==> config.mk <==
export PLATFORM = sky130hd
export DESIGN_NAME = apb3_stream_requester
export DESIGN_NICKNAME = d
export VERILOG_FILES = /design/src/rtl/apb3_stream_requester.sv
export SDC_FILE = /design/constraint.sdc
export NUM_CORES = 1
export LEC_CHECK = 0
export CORE_MARGIN = 1.5
export CORE_UTILIZATION = 37
export DETAILED_ROUTE_END_ITERATION = 8
export PLACE_DENSITY = 0.78
export SKIP_LAST_GASP = 1
export SLEW_MARGIN = 30
export SYNTH_ARGS = -nofsm -noshare
export SYNTH_HDL_FRONTEND = slang
export SYNTH_SLANG_ARGS = --single-unit
==> constraint.sdc <==
create_clock -name clk -period 1.7 [get_ports clk]
set_clock_uncertainty 0.2 [all_clocks]
set_input_delay 0.34 -clock clk [delete_from_list [all_inputs] [get_ports clk]]
set_output_delay 0.34 -clock clk [all_outputs]
set_load 0.01 [all_outputs]
==> src/rtl/apb3_stream_requester.sv <==
// apb3_stream_requester
//   Turns a valid/ready command stream into single APB3 transfers. Each result
//   comes back on a valid/ready response stream. PREADY wait states are
//   supported, and an optional timeout aborts a transfer that the completer
//   never finishes.
//
// Ports
//   clk, rst_n                     clock (rising edge), async active-low reset
//   cmd_valid/cmd_ready            command handshake
//   cmd_addr/cmd_write/cmd_wdata   command payload
//   rsp_valid/rsp_ready            response handshake
//   rsp_rdata/rsp_error/rsp_timeout response payload
//   paddr/pselx/penable/pwrite/pwdata  APB3 request (registered)
//   pready/prdata/pslverr          APB3 completer reply
//
// state  | meaning
// -------+-----------------------------------------------------------
// IDLE   | ready for a command; cmd_ready high
// SETUP  | APB setup phase, pselx=1 penable=0, one cycle
// ACCESS | APB access phase, waiting for pready or timeout
// RESP   | response held on rsp_* until rsp_ready
module apb3_stream_requester #(
   parameter int AddressWidth  = 20,
   parameter int DataWidth     = 32,
   parameter int TimeoutCycles = 0
) (
   input  logic                    clk,
   input  logic                    rst_n,
   input  logic                    cmd_valid,
   output logic                    cmd_ready,
   input  logic [AddressWidth-1:0] cmd_addr,
   input  logic                    cmd_write,
   input  logic [DataWidth-1:0]    cmd_wdata,
   output logic                    rsp_valid,
   input  logic                    rsp_ready,
   output logic [DataWidth-1:0]    rsp_rdata,
   output logic                    rsp_error,
   output logic                    rsp_timeout,
   output logic [AddressWidth-1:0] paddr,
   output logic                    pselx,
   output logic                    penable,
   output logic                    pwrite,
   output logic [DataWidth-1:0]    pwdata,
   input  logic                    pready,
   input  logic [DataWidth-1:0]    prdata,
   input  logic                    pslverr
);

   localparam bit TimeoutEn = (TimeoutCycles != 0);
   localparam int CntW      = TimeoutEn ? $clog2(TimeoutCycles + 1) : 1;
   localparam logic [CntW-1:0] CntLast = CntW'(TimeoutEn ? TimeoutCycles - 1 : 0);

   typedef enum logic [1:0] {IDLE, SETUP, ACCESS, RESP} state_t;

   state_t                  state_q;
   logic [CntW-1:0]         cnt_q;
   logic [AddressWidth-1:0] paddr_q;
   logic                    pselx_q;
   logic                    penable_q;
   logic                    pwrite_q;
   logic [DataWidth-1:0]    pwdata_q;
   logic                    rsp_valid_q;
   logic [DataWidth-1:0]    rsp_rdata_q;
   logic                    rsp_error_q;
   logic                    rsp_timeout_q;

   always_ff @(posedge clk or negedge rst_n) begin
      if (!rst_n) begin
         state_q       <= IDLE;
         cnt_q         <= '0;
         paddr_q       <= '0;
         pselx_q       <= 1'b0;
         penable_q     <= 1'b0;
         pwrite_q      <= 1'b0;
         pwdata_q      <= '0;
         rsp_valid_q   <= 1'b0;
         rsp_rdata_q   <= '0;
         rsp_error_q   <= 1'b0;
         rsp_timeout_q <= 1'b0;
      end else begin
         case (state_q)
            IDLE: begin
               if (cmd_valid) begin
                  paddr_q   <= cmd_addr;
                  pwrite_q  <= cmd_write;
                  pwdata_q  <= cmd_write ? cmd_wdata : '0;
                  pselx_q   <= 1'b1;
                  penable_q <= 1'b0;
                  state_q   <= SETUP;
               end
            end
            SETUP: begin
               penable_q <= 1'b1;
               cnt_q     <= '0;
               state_q   <= ACCESS;
            end
            ACCESS: begin
               if (pready) begin
                  rsp_rdata_q   <= pwrite_q ? '0 : prdata;
                  rsp_error_q   <= pslverr;
                  rsp_timeout_q <= 1'b0;
                  rsp_valid_q   <= 1'b1;
                  pselx_q       <= 1'b0;
                  penable_q     <= 1'b0;
                  state_q       <= RESP;
               end else if (TimeoutEn && cnt_q == CntLast) begin
                  // cnt_q counts ACCESS cycles already spent, so this is the last allowed one
                  rsp_rdata_q   <= '0;
                  rsp_error_q   <= 1'b1;
                  rsp_timeout_q <= 1'b1;
                  rsp_valid_q   <= 1'b1;
                  pselx_q       <= 1'b0;
                  penable_q     <= 1'b0;
                  state_q       <= RESP;
               end else if (cnt_q != '1) begin
                  cnt_q <= cnt_q + CntW'(1);
               end
            end
            RESP: begin
               if (rsp_ready) begin
                  rsp_valid_q <= 1'b0;
                  state_q     <= IDLE;
               end
            end
            default: state_q <= IDLE;
         endcase
      end
   end

   // Gate with rst_n so that no command is accepted while reset is held.
   assign cmd_ready   = rst_n & (state_q == IDLE);
   assign paddr       = paddr_q;
   assign pselx       = pselx_q;
   assign penable     = penable_q;
   assign pwrite      = pwrite_q;
   assign pwdata      = pwdata_q;
   assign rsp_valid   = rsp_valid_q;
   assign rsp_rdata   = rsp_rdata_q;
   assign rsp_error   = rsp_error_q;
   assign rsp_timeout = rsp_timeout_q;

endmodule

After elaboration in Yosys (flattened, before gate mapping):

Index checks and enable logic that the tools add are counted.

* register bits: 91
* bits of input ports: 91
* output and inout bits: 91
* word-level logic and storage cells: 40

* equality and inequality tests: 6
* mux-type cells: 14
* bitwise operators: 1
* reduce and logical (&&, ||, !) cells: 10

Operator list (number)
* $mux W32: 2
* $reduce_and A3 Y1: 4
* $pmux W2 S4: 1
* $mux W2: 3
* $ne A2 B2 Y1 const B: 3
* $mux W1: 5
* $eq A2 B2 Y1 const B: 2
* $pmux W1 S2: 2
* $reduce_and A2 Y1: 2
* $reduce_bool A2 Y1: 2
* $pmux W1 S3: 1
* $reduce_bool A3 Y1: 1
* $eq A2 B1 Y1 const B: 1
* $logic_not A2 Y1: 1
* $and A1 B1 Y1: 1

Longest topological paths before layout:

Gate-level depths: netlist (run 1).

* depth in word-level cells: 3
* depth in mapped cells: 7
* mapped depth without buffers: 5

Worst setup path before layout (run 1):

OpenSTA, ideal clock, no wires.

* path type: reg-to-reg
* from: register state_q[0]
* to: register state_q[1]
* library setup time: 0.128 ns
* arrival: 1.434 ns
* data required time: 1.372 ns
* path slack: -0.061 ns
* stages on the path, launching flop included: 6
* path buffers: 0
* period minus slack after synthesis: 1.761 ns
* cells stage by stage: dfrtp_1 inv_1 ha_1 nor2b_1 a211oi_2 mux2_1

* word-level cells in the longest chain between the ends: 3
* elaborated cells between the ends (all ways): 9
* those cells by class: eq/ne (6); mux (1); reduce/logical (2)

Ends and longest elaborated chain
* start, declared: RTL line 55 `state_t state_q;`
* start signal, assigned: RTL line 69 `state_q <= IDLE;`
* start signal, assigned: RTL line 89 `state_q <= SETUP;`
* start signal, assigned: RTL line 95 `state_q <= ACCESS;`
* $eq A2 B2 Y1, or another cell as far along
* $ne A2 B2 Y1 (no source line)
* $reduce_and A3 Y1 (no source line)

Parallel ways exist; a longest one is shown, timed or not.
A chain may end at the register's enable or synchronous reset.

Worst setup path after layout (run 1):

* from: register state_q[1]
* to: register state_q[1]

The elaborated chain is that of the path after synthesis.

==> flow_metrics.py, run 1 <==
metrics = {
    "outcome": {
        "status": "finished with violations",
        "violations": "setup timing",
    },
    "critical_path": {
        "path_cells": "buf_4, ha_4, nor2b_4, a211oi_2, mux2_1",
        "cp-start-kind": "register",
        "path_max_fanout": 5,
        "critPathBufInv": 1,
        "cp_data_required_time_ns": 1.72,
        "cpMaxStageDelayCell": "dfrtp_1",
        "critPathCaptureType": "register",
        "cp_top_family": "flip-flops",
        "cp.arrival_ns": 1.80,
        "criticalPathCategory": "register to register",
        "cp_slowest_stage_delay_ns": 0.39,
    },
    "route": {
        "ant_nets": 0,
        "num_vias": 3236,
        "drt_pass1_iterations": 4,
        "drc": 0,
        "drtIter0Drc": 108,
        "finalWirelength_um": 10200,
        "wl_per_cell_um": 14.6,
        "routed_via_density": 4.64,
    },
    "clock_network": {
        "post-cts-setup-buffers": 0,
        "h-tree-depth": 3,
        "clk_latency_ns": 0.33,
        "clockRootBuffer": "clkbuf_8",
        "cts_buffers": 9,
        "cts_tree": "built",
        "clock-sinks": 91,
        "clkTransAtPathRegs_ns": 0.08,
        "clockBufferDepth": 2,
    },
    "placed_design": {
        "hpwl_um": 7210,
        "port_buffers": 180,
        "post-place-ws_ns": -0.254,
        "globalplace.congestion": 0.745,
    },
    "floorplan": {
        "ios": 182,
        "die_area_um2": 10900,
        "design.core.area_um2": 9860,
        "die_x_um": 104,
        "die_h_um": 104,
        "start_util_pct": 38.5,
        "row_count": 36,
    },
    "yosys": {
        "yosysWarnings": 0,
        "synth_cells": 361,
        "synth.largest_area_cell": "dfrtp_1",
        "synth.distinct_cells": 26,
        "netlist.area_leader.share_pct": 60.0,
        "ys_ff_latch": 91,
        "avgSynthCellArea_um2": 10.5,
        "yosysSeqAreaShare_pct": 60.0,
        "syn_area_um2": 3800,
        "synth.area.top_cells": "dfrtp_1 (60%), nand2_1 (9.7%), o21ai_0 (8.0%)",
        "synth_nets": 459,
    },
    "grt": {
        "grt_pass1_vias": 3473,
        "antenna_found_initial": 0,
        "grt_max_degree": 92,
        "overflow": 0,
        "grt_usage_pct": 19.3,
        "grt_pass1_wl_um": 17000,
    },
    "timing": {
        "drv_slew": 0,
        "period_share_pct": 105,
        "hold_slack_ns": 0.278,
        "hold_viol": 0,
        "slew_headroom_pct": 66.0,
        "max_slew.worst_pin.slew_ns": 0.511,
        "setup_viol": 3,
        "rsz0062_at_grt": "yes",
        "fmax_mhz": 561,
        "fin_crit_ns": 1.78,
        "timing.final.ws_setup_ns": -0.0835,
    },
    "pwr": {
        "powerDensity_nw_per_um2": 1550,
        "worst_ir_drop_vdd_v": 0.000814,
        "power.leakage_nw": 3.02,
        "totalPowerFinal_mw": 9.61,
    },
    "final_layout": {
        "area_growth_syn_to_layout_pct": 62.8,
        "final_nets": 657,
        "fill_cells": 833,
        "num_antenna_cells": 0,
        "drive_gt1_share_pct": 14.4,
        "regArea_um2": 2280,
        "multiInputGateArea_um2": 1460,
    },
    "worst_hold_path": {
        "hp-class": "register to register",
    },
    "flow_run": {
        "cap_violations": 0,
    },
}
[cell usage after synthesis, drive strengths merged]
library cell  count
nand2b           32
buf              15
nor2              1
inv               3
a21oi             1
o21ai            66
o22ai             1
nand2            99
conb              1
mux2             24
and2b             1
mux2i             1
clkbuf            9
dfrtp            91
and2              1
nor3              1
a211oi            3
nor2b             4
ha                7
[layer usage]
layer	vias to the layer above	track usage (%)	routed length, um
met3	16	3.26	447
met1	1544	23.2	4220
met5	-	0	0
met2	107	34.7	5310
met4	0	6.75	225
li1	1569	-	-
[cell usage in the layout, fill, tap and decap left out, types with 2 or more instances in the layout]
| cell | synthesis | routed |
|---|---|---|
| inv_2 | 0 | 2 |
| bufbuf_16 | 0 | 2 |
| nand2_1 | 98 | 97 |
| clkbuf_16 | 0 | 3 |
| clkdlybuf4s50_1 | 0 | 89 |
| ha_4 | 0 | 3 |
| nor2b_4 | 0 | 2 |
| ha_1 | 7 | 4 |
| nor2b_1 | 4 | 2 |
| mux2_4 | 6 | 6 |
| o21ai_1 | 5 | 15 |
| buf_4 | 1 | 18 |
| dlygate4sd2_1 | 0 | 89 |
| nand2_4 | 0 | 2 |
| nand2b_1 | 32 | 32 |
| clkbuf_8 | 0 | 10 |
| clkinvlp_4 | 0 | 2 |
| dfrtp_1 | 91 | 91 |
| mux2_2 | 17 | 17 |
| o21ai_0 | 61 | 51 |
| a211oi_1 | 2 | 2 |
| buf_6 | 2 | 3 |
| buf_12 | 0 | 5 |
[stage by stage]
step                      TNS [ns]  cell area [um^2]  util (%)  std cells
after CTS                   -0.280              6090      61.8        694
after global placement       -6.68              5890      59.7        675
after global routing         -1.05              6180      62.7        697
after detailed placement     -8.67              5890      59.7        675
final                       -0.140              6180      62.7        697
after floorplan            -0.0162              3810         -        361
[logic make-up (layout without fill, tap and decap cells)]
group,Yosys count,count (layout),share of synthesized area [%]
compound gates,71,71,9.72
buf+inv,27,230,3.56
simple gates,139,139,16.4
flops,91,91,60.0
other cells,1,1,0.0988
fa+ha+maj,7,7,2.31
mux,25,25,7.97
[timing repair]
action                                  in CTS  in global routing
cloned                                       2                  3
hold buffers                                 1                  0
pin swaps                                    2                  1
endpoints found under the hold margin       91                  0
endpoints found under the setup margin     128                 42
resized for setup                          103                 16
[sequential cells by signal (all words and copies together) (netlist names)]
register	flops
state_q	2
rsp_error	1
rsp_rdata	32
paddr	20
pwdata	32
pselx	1
pwrite	1
rsp_valid	1
penable	1
[final timing paths]
check / cells past startpoint / slack, ns / startpoint / to
max: 5 / -0.08 / state_q[1] / state_q[1]
max reg2reg: 5 / -0.08 / state_q[1] / state_q[1]
min in group asynchronous: 3 / 0.41 / rst_n / rsp_rdata[8]
min reg2reg: 2 / 0.28 / rsp_rdata[31] / rsp_rdata[31]
max in group asynchronous: 3 / 0.46 / rst_n / pwrite
min: 2 / 0.28 / rsp_rdata[31] / rsp_rdata[31]
[worst reg2reg max path, delay by kind of cell (launching register included)]
kind	cells	cell delay, ns
AO/OA/AOI/OAI	1	0.27
AND/OR/NAND/NOR	1	0.13
multiplexers	1	0.35
flip-flops	1	0.39
adder cells (fa/ha/maj)	1	0.16
buffers and inverters	1	0.17
[layout make-up]
cell class / instances / area share [%]
sequential: 91 / 36.8
clock inverter: 5 / 0.607
timing repair buffer: 211 / 33.9
clock buffer: 11 / 2.29
tap: 133 / 2.69
inverter: 3 / 0.182
multi-input combinational: 243 / 23.5
[report_power, final]
group | leakage (nW) | total [mW] | switching (mW) | internal, mW
clock | 0.0859 | 1.32 | 0.741 | 0.578
combinational | 1.79 | 4.67 | 2.16 | 2.52
sequential | 1.14 | 3.61 | 0.480 | 3.13
total | 3.02 | 9.61 | 3.38 | 6.23
Power figures use the tool's default switching activity.
==> run 2, diff against run 1 <==
- ABC_CLOCK_PERIOD_IN_PS: not set -> 1700
- CORE_MARGIN: 1.5 -> not set
==> run 2 against run 1 <==
The flow still finishes with violations (setup timing). Hold slack lost 0.0015 ns. Register-to-register slack lost 0.08 ns. Clock-buffer cell count is the same. Routed wire length grew 1.1%. Via count shrank 0.40%. Die area shrank 1.9%. Global-route usage shrank 0.96 points. Critical path depth grew 1. Sequential share of layout area shrank 0.95 points. Utilization grew 1.7 points. Power grew 6.4%. Clock power grew 23%. Critical endpoint unchanged. Largest cell class unchanged. Largest power group unchanged.
==> flow_metrics.py, run 2 (synthesis gave the netlist of run 1 again) <==
metrics = {
    "outcome": {
        "status": "finished with violations",
        "violations": "setup timing",
    },
    "clock_network": {
        "clk_latency_ns": 0.34,
        "clockBufferDepth": 2,
        "cts_tree": "built",
        "clkTransAtPathRegs_ns": 0.09,
        "cts_buffers": 9,
        "clockRootBuffer": "clkbuf_8",
        "clock-sinks": 91,
        "h-tree-depth": 3,
    },
    "timing": {
        "rsz0062_at_grt": "yes",
        "hold_slack_ns": 0.277,
        "fmax_mhz": 537,
        "hold_viol": 0,
        "setup_viol": 18,
        "timing.final.ws_setup_ns": -0.163,
        "drv_slew": 0,
        "fin_crit_ns": 1.86,
        "period_share_pct": 110,
    },
    "critical_path": {
        "reg2reg_slack_ns": -0.16,
        "cp.arrival_ns": 1.90,
        "path_cells": "inv_2, ha_4, buf_6, and2b_2, a211oi_4, mux2_4",
        "cp-start-kind": "register",
        "criticalPathCategory": "register to register",
        "cp_slowest_stage_delay_ns": 0.38,
        "critPathCaptureType": "register",
        "path_max_fanout": 2,
        "cpMaxStageDelayCell": "dfrtp_1",
        "cp_data_required_time_ns": 1.74,
    },
    "worst_hold_path": {
        "hp-class": "register to register",
    },
    "pwr": {
        "power.leakage_nw": 3.12,
        "powerDensity_nw_per_um2": 1610,
        "worst_ir_drop_vdd_v": 0.000755,
    },
    "floorplan": {
        "ios": 182,
        "die_area_um2": 10700,
        "row_count": 36,
        "start_util_pct": 38.5,
        "die_h_um": 103,
        "design.core.area_um2": 9860,
        "die_x_um": 103,
    },
    "final_layout": {
        "layout_commonest_cell": "nand2_1",
        "num_antenna_cells": 0,
        "final_nets": 664,
        "mostFrequentLayoutCells": "nand2_1 (96), dfrtp_1 (91), clkdlybuf4s50_1 (89), dlygate4sd2_1 (89), o21ai_0 (55)",
        "area_growth_syn_to_layout_pct": 67.1,
        "drive_gt1_share_pct": 16.8,
        "fin_cells": 704,
    },
    "grt": {
        "grt_max_degree": 92,
        "grt_usage_pct": 18.3,
        "overflow": 0,
        "grt_pass1_vias": 3200,
        "grt_pass1_wl_um": 14900,
        "antenna_found_initial": 0,
    },
    "route": {
        "ant_nets": 0,
        "routed_via_density": 4.58,
        "drc": 0,
        "drtIter0Drc": 45,
        "num_vias": 3223,
        "wl_per_cell_um": 14.7,
        "drt_pass1_iterations": 4,
        "finalWirelength_um": 10300,
    },
    "flow_run": {
        "cap_violations": 0,
    },
    "placed_design": {
        "hpwl_um": 7080,
        "dpl.cell_count": 679,
        "globalplace.congestion": 0.833,
        "post-place-ws_ns": -0.293,
        "port_buffers": 180,
    },
}
[run 2: cell count changes in the layout (fill, tap and decap cells not counted), moves of 4 or more]
cell     change
o21ai_0      +4
o21ai_1      -5
mux2_4       +8
mux2_2       -7
buf_4        +7
[run 2: where the power goes]
group	switching (mW)	total, mW	internal (mW)
combinational	2.24	4.96	2.72
sequential	0.495	3.63	3.14
clock	0.726	1.63	0.902
[run 2: layer usage]
layer | global-route usage (%) | vias up | part of all wire (%)
met2 | 33.0 | 107 | 53
met5 | 0 | - | 0
met1 | 21.0 | 1516 | 40
li1 | - | 1579 | -
met4 | 9.43 | 0 | 2.2
met3 | 3.09 | 21 | 4.7
[run 2: worst max-delay path: cells and delay by family, from the launching register on]
kind,cells,cell delay [ns]
multiplexers,1,0.33
AO/OA/AOI/OAI,1,0.28
flip-flops,1,0.38
adder cells (fa/ha/maj),1,0.16
AND/OR/NAND/NOR,1,0.22
buffers and inverters,2,0.18
[run 2: repair_timing]
item | CTS | global route
pin swaps | 1 | 4
gates resized for setup | 101 | 31
setup endpoints to repair | 127 | 50
cloned | 1 | 3
hold buffers | 1 | 0
hold endpoints to repair | 91 | 0
setup buffers | 1 | 3
[run 2: layout make-up]
cell class | count | area, um^2
multi-input combinational | 243 | 1520
clock inverter | 5 | 75.1
inverter | 3 | 11.3
sequential | 91 | 2280
clock buffer | 11 | 151
fill | 803 | 3520
tap | 133 | 166
timing repair buffer | 218 | 2150
[run 2: through the flow]
step / TNS, ns / cell area (um^2) / util (%) / power (mW)
2_1_floorplan: -0.0162 / 3810 / - / 5.80
5_1_grt: -2.04 / 6350 / 64.3 / 10.9
3_5_place_dp: -12.90 / 5930 / 60.1 / 8.72
3_3_place_gp: -12.84 / 5930 / 60.1 / 8.54
6_report: -0.625 / 6350 / 64.3 / 10.2
4_1_cts: -0.378 / 6130 / 62.2 / 9.81
[run 2: final timing paths]
| path | from | to | cells past startpoint |
|---|---|---|---|
| setup / recovery | state_q[1] | state_q[1] | 6 |
| hold / removal | pwdata[5] | pwdata[5] | 2 |
| max in group asynchronous | rst_n | rsp_rdata[28] | 3 |
| hold reg to reg | pwdata[5] | pwdata[5] | 2 |
| setup reg to reg | state_q[1] | state_q[1] | 6 |
| min in group asynchronous | rst_n | state_q[1] | 3 |
==> run 3, diff against run 2 <==
- CORE_MARGIN: not set -> 1
==> results of run 3 <==
Final layout, timing and power as in run 2 (identical DEF).
